===== src/rtl/audio_pkt_pkg.sv =====
`default_nettype none
// ============================================================================
// Module   : audio_pkt_pkg
// Purpose  : shared state encoding and constants for the audio packet reader
// Revision : 1.0 - initial release
// ============================================================================
package audio_pkt_pkg;

   localparam int          SEQ_WIDTH         = 16;
   localparam logic [15:0] DEFAULT_HDR_MAGIC = 16'hA55A;

   typedef enum logic [1:0] {
      ST_IDLE = 2'd0,
      ST_HDR  = 2'd1,
      ST_DATA = 2'd2,
      ST_TRL  = 2'd3
   } state_e;

endpackage
`default_nettype wire


===== src/rtl/audio_pkt_csum.sv =====
`default_nettype none
// ============================================================================
// Module   : audio_pkt_csum
// Purpose  : modulo-2^DATA_WIDTH payload accumulator, clear has priority over add
// Revision : 1.0 - initial release
// ============================================================================
module audio_pkt_csum #(
   parameter int DATA_WIDTH = 32
) (
   input  logic                  clk_i,
   input  logic                  rst_i,
   input  logic                  clr_i,
   input  logic                  add_i,
   input  logic [DATA_WIDTH-1:0] data_i,
   output logic [DATA_WIDTH-1:0] sum_o
);

   logic [DATA_WIDTH-1:0] acc_q;

   always_ff @(posedge clk_i) begin
      if (rst_i || clr_i) begin
         acc_q <= '0;
      end else if (add_i) begin
         acc_q <= acc_q + data_i;
      end
   end

   assign sum_o = acc_q;

endmodule
`default_nettype wire


===== src/rtl/audio_pkt_fifo_reader.sv =====
`default_nettype none
// ============================================================================
// Module   : audio_pkt_fifo_reader
// Purpose  : drains PKT_LEN show-ahead FIFO words as a framed valid/ready stream
// Options  : AUDIO_PKT_CHECKSUM_EN adds a checksum trailer word after the payload
// Revision : 1.0 - initial release
// ============================================================================
module audio_pkt_fifo_reader
   import audio_pkt_pkg::*;
#(
   parameter int          DATA_WIDTH = 32,
   parameter int          ADDR_WIDTH = 10,
   parameter int          PKT_LEN    = 256,
   parameter logic [15:0] HDR_MAGIC  = DEFAULT_HDR_MAGIC
) (
   input  logic                  rd_clk,
   input  logic                  rd_rst,
   input  logic                  pkt_en,
   input  logic [DATA_WIDTH-1:0] fifo_rd_data,
   input  logic                  fifo_empty,
   input  logic [ADDR_WIDTH:0]   fifo_rd_water_level,
   output logic                  fifo_rd_en,
   output logic [DATA_WIDTH-1:0] pkt_data,
   output logic                  pkt_valid,
   input  logic                  pkt_ready,
   output logic                  pkt_sop,
   output logic                  pkt_eop,
   output logic [SEQ_WIDTH-1:0]  pkt_seq,
   output logic                  underrun
);

   localparam int                 CNT_W     = $clog2(PKT_LEN + 1);
   localparam logic [CNT_W-1:0]   LAST_IDX  = CNT_W'(PKT_LEN - 1);
   localparam logic [ADDR_WIDTH:0] START_LVL = (ADDR_WIDTH + 1)'(PKT_LEN);

   state_e                 state_q;
   logic [CNT_W-1:0]       cnt_q;
   logic [SEQ_WIDTH-1:0]   seq_q;
   logic                   underrun_q;

   logic start;
   logic hs;
   logic last_word;

   assign start     = pkt_en && (fifo_rd_water_level >= START_LVL);
   assign hs        = pkt_valid & pkt_ready;
   assign last_word = (cnt_q == LAST_IDX);

`ifdef AUDIO_PKT_CHECKSUM_EN
   logic [DATA_WIDTH-1:0] csum;

   audio_pkt_csum #(
      .DATA_WIDTH (DATA_WIDTH)
   ) u_csum (
      .clk_i  (rd_clk),
      .rst_i  (rd_rst),
      .clr_i  ((state_q == ST_IDLE) && start),
      .add_i  ((state_q == ST_DATA) && hs),
      .data_i (fifo_rd_data),
      .sum_o  (csum)
   );
`endif

   always_ff @(posedge rd_clk) begin
      if (rd_rst) begin
         state_q    <= ST_IDLE;
         cnt_q      <= '0;
         seq_q      <= '0;
         underrun_q <= 1'b0;
      end else begin
         if ((state_q == ST_DATA) && fifo_empty) begin
            underrun_q <= 1'b1;
         end
         case (state_q)
            ST_IDLE: begin
               if (start) state_q <= ST_HDR;
            end
            ST_HDR: begin
               if (hs) begin
                  state_q <= ST_DATA;
                  cnt_q   <= '0;
               end
            end
            ST_DATA: begin
               if (hs) begin
                  if (last_word) begin
                     cnt_q <= '0;
`ifdef AUDIO_PKT_CHECKSUM_EN
                     state_q <= ST_TRL;
`else
                     state_q <= ST_IDLE;
                     seq_q   <= seq_q + SEQ_WIDTH'(1);
`endif
                  end else begin
                     cnt_q <= cnt_q + CNT_W'(1);
                  end
               end
            end
`ifdef AUDIO_PKT_CHECKSUM_EN
            ST_TRL: begin
               if (hs) begin
                  state_q <= ST_IDLE;
                  seq_q   <= seq_q + SEQ_WIDTH'(1);
               end
            end
`endif
            default: state_q <= ST_IDLE;
         endcase
      end
   end

   // DATA-state outputs follow the show-ahead head word so a pop equals a handshake
   always_comb begin
      pkt_data   = '0;
      pkt_valid  = 1'b0;
      pkt_sop    = 1'b0;
      pkt_eop    = 1'b0;
      fifo_rd_en = 1'b0;
      case (state_q)
         ST_HDR: begin
            pkt_data  = DATA_WIDTH'({HDR_MAGIC, seq_q});
            pkt_valid = 1'b1;
            pkt_sop   = 1'b1;
         end
         ST_DATA: begin
            pkt_data   = fifo_rd_data;
            pkt_valid  = ~fifo_empty;
            fifo_rd_en = pkt_ready & ~fifo_empty;
`ifndef AUDIO_PKT_CHECKSUM_EN
            pkt_eop    = last_word;
`endif
         end
`ifdef AUDIO_PKT_CHECKSUM_EN
         ST_TRL: begin
            pkt_data  = csum;
            pkt_valid = 1'b1;
            pkt_eop   = 1'b1;
         end
`endif
         default: ;
      endcase
   end

   assign pkt_seq  = seq_q;
   assign underrun = underrun_q;

endmodule
`default_nettype wire


===== config.mk =====
export PLATFORM = sky130hd
export DESIGN_NAME = audio_pkt_fifo_reader
export DESIGN_NICKNAME = d
export VERILOG_FILES = /design/src/rtl/audio_pkt_pkg.sv /design/src/rtl/audio_pkt_csum.sv /design/src/rtl/audio_pkt_fifo_reader.sv
export SDC_FILE = /design/constraint.sdc
export NUM_CORES = 1
export LEC_CHECK = 0
export CAP_MARGIN = 20
export CORE_ASPECT_RATIO = 0.7
export CORE_MARGIN = 4
export CORE_UTILIZATION = 35
export DETAILED_ROUTE_END_ITERATION = 16
export PLACE_DENSITY = 0.81
export SLEW_MARGIN = 20
export SYNTH_ARGS = -nofsm -noshare
export SYNTH_HDL_FRONTEND = slang
export SYNTH_SLANG_ARGS = --single-unit

===== constraint.sdc =====
create_clock -name rd_clk -period 2.6 [get_ports rd_clk]
set_clock_uncertainty 0.2 [all_clocks]
set_input_delay 0.52 -clock rd_clk [delete_from_list [all_inputs] [get_ports rd_clk]]
set_output_delay 0.52 -clock rd_clk [all_outputs]
set_load 0.1 [all_outputs]

==> impl_metrics.ini <==
[finish]
syn_to_final_growth_pct = 95.5
drive_gt1_share_pct = 42.9
fin_util_pct = 72.7
final_net_count = 379
fillers = 355
diodes = 0
final_cells = 393

[logic_synthesis]
synth_seq_cells = 28
synthCells = 222
synth_edf_count = 0
async_reset_ff_share_pct = 0
ys.flop_type = dfxtp_1
syn_nets = 276
yosysSeqAreaShare_pct = 30.9
avgSynthCellArea_um2 = 8.18
synth_cell_type_count = 47
yosysWarnings = 0
netlist_area_um2 = 1820

[worst_setup_path]
reg2reg_setup_slack_ns = 0.13
path_class = register to primary output
critical_path.startpoint_type = register
crit_arrival_ns = 1.81
r2r_start = cnt_q[0]
crit_required_ns = 1.88
r2r_end = state_q[0]
crit_path_max_fanout = 10
reg2reg_depth = 7
end_kind = primary output

[timing]
finalSetupViolCount = 0
rsz0062_at_grt = no
hold_slack_ns = 0.261
finalWorstSetupSlack_ns = 0.0738
fin_crit_sh_pct = 97.2
drv_slew = 0
hold_viol = 0
min_period_ns = 2.53
clock.fmax_mhz = 396
max_slew_margin_pct = 68.1
worst_pin_slew_ns = 0.477

[routing]
vias_per_cell = 5.27
wire_per_inst_um = 16.4
drtPass1Iterations = 4
num_vias = 2073
routed_wl_um = 6460
drtAntennaViolNets = 0
drc = 0
drtIter0Drc = 121

[floorplanning]
fp.dieH_um = 68.3
die_width_um = 94.1
core.rowCount = 21
io_pins = 101
start_util_pct = 37.2
dieArea_um2 = 6430
coreArea_um2 = 4890

[place]
dp.cells = 388
dp_hpwl_um = 4930
port-buffer-count = 92
dp_slack_ns = -0.104
place.gp.congestion = 0.788

[worst_hold_path]
hold_class = register to register
hold_depth = 2
min_delay_worst_endpoint = cnt_q[8]
hold_start = cnt_q[8]

[power_and_ir_drop]
p_int_uw = 1240
p_switching_uw = 1250
clkPwrFrac_pct = 14.4
vdd_ir_drop_max_v = 0.000366
p_seq_share_pct = 18.7
p_total_uw = 2480
p_sw_share_pct = 50.2
power_frac_comb_pct = 66.9
p_leak_uw = 0.00139
powerDensity_nw_per_um2 = 700

[clock_network]
cts.sinks = 28
cts_max_level = 1
hold_buffers = 0
cts_tree = yes
clk_pin_slew_ns = 0.10
root_buffer = clkbuf_8
cts.path.max_buffers = 2
worstSkewPairLatency_ns = 0.29
cts_made_buffers = 3
cts_setup_buffers = 0

[global_route]
grt_pass1_wl_um = 9760
grt_pass1_vias = 2001
antenna_found_initial = 0
grt_overflow = 0
track_usage_pct = 19.0
grt_max_degree = 17

[job]
maxCapViolations = 0

[outcome]
status = completed
[synth_stat cells, drive strengths merged, types with 6 or more instances]
library cell / instances / area (um2)
nand3: 7 / 35.0
and3: 10 / 62.6
ha: 6 / 75.1
a22o: 16 / 141
nand4: 9 / 62.6
nor2: 32 / 120
clkbuf: 6 / 22.5
inv: 11 / 41.3
xnor2: 11 / 96.3
nand2: 13 / 48.8
a21oi: 20 / 100
dfxtp: 28 / 561
nor4: 9 / 100
[registers in the layout, indices dropped and copies added, names as in the netlist]
name / count
cnt_q: 9
pkt_seq: 16
state_q: 2
underrun: 1
[cells by family after synthesis]
kind of cell    count (synthesis)  share of synthesized area (%)
compound gates                 52                           20.6
xor+xnor                       15                           7.23
fa+ha+maj                       6                           4.13
buf+inv                        22                           5.10
flops                          28                           30.9
mux                             2                           1.45
simple gates                   97                           30.6
[layer usage]
layer / global-route usage (%) / vias up / routed length, um
met5: 0 / - / 0
met4: 3.24 / 0 / 45
met3: 4.51 / 7 / 391
met2: 34.2 / 56 / 3270
met1: 23.7 / 998 / 2750
li1: - / 1012 / -
[how the worst max path moves through the flow]
stage	cells after the start	slack [ns]	to	start
floorplan	5	-0.18	pkt_valid	state_q[0]
global placement	6	-0.02	pkt_seq[15]	fifo_empty
detailed placement	7	-0.10	state_q[0]	fifo_empty
CTS	7	0.02	pkt_data[15]	state_q[1]
global route	7	0.03	pkt_data[5]	state_q[1]
finish	7	0.07	pkt_data[2]	state_q[0]
[layout make-up]
type | count | area (um2) | area share, %
Multi-Input combinational cell | 172 | 1380 | 38.8
Inverter | 11 | 43.8 | 1.23
Sequential cell | 28 | 574 | 16.2
Tap cell | 69 | 86.3 | 2.43
Clock inverter | 1 | 30.0 | 0.846
Timing Repair Buffer | 109 | 1400 | 39.3
Clock buffer | 3 | 41.3 | 1.16
[power by group through the flow]
stage               clock network (uW)  logic [uW]  registers [uW]
global placement                     0        1560             472
floorplan                            0        1040             490
global route                       375        1720             466
detailed placement                   0        1590             473
CTS                                361        1630             464
finish                             357        1660             465
[placed cells by master (no fill, tap or decap), types with 2 or more instances in the layout]
cell,count
clkbuf_8,3
nand2_1,13
xnor2_1,11
inv_1,8
o21ai_0,4
nor2_1,21
ha_1,3
xor2_1,4
nand2b_1,2
ha_4,2
nand3_1,7
nor3_1,3
nor4_2,7
dfxtp_1,17
a22o_2,6
or3_1,2
a22o_4,10
dfxtp_2,11
nand4_1,8
nor3_4,2
nor4_1,2
inv_2,2
nor2_4,10
buf_12,37
and3_1,9
clkdlybuf4s50_1,39
a21o_1,2
buf_4,32
a21oi_1,19
[critical path: stages (launching register included)]
cell and delay (ns):
dfxtp_1 0.33, buf_4 0.15, ha_4 0.20, inv_2 0.16, nor2_4 0.07, clkbuf_16 0.17
a22o_4 0.27, buf_12 0.16
[metrics by stage]
step                setup TNS, ns  cell area [um2]
detailed placement         -0.234             3430
global placement          -0.0345             3430
global route                    0             3550
CTS                             0             3520
finish                          0             3550
floorplan                  -0.180             2050
[what timing repair did]
action | CTS | global route
endpoints found under the setup margin | 16 | 9
gates resized for setup | 2 | 3
gates cloned | 0 | 1
endpoints found under the hold margin | 0 | 0
Power figures use the tool's default switching activity.
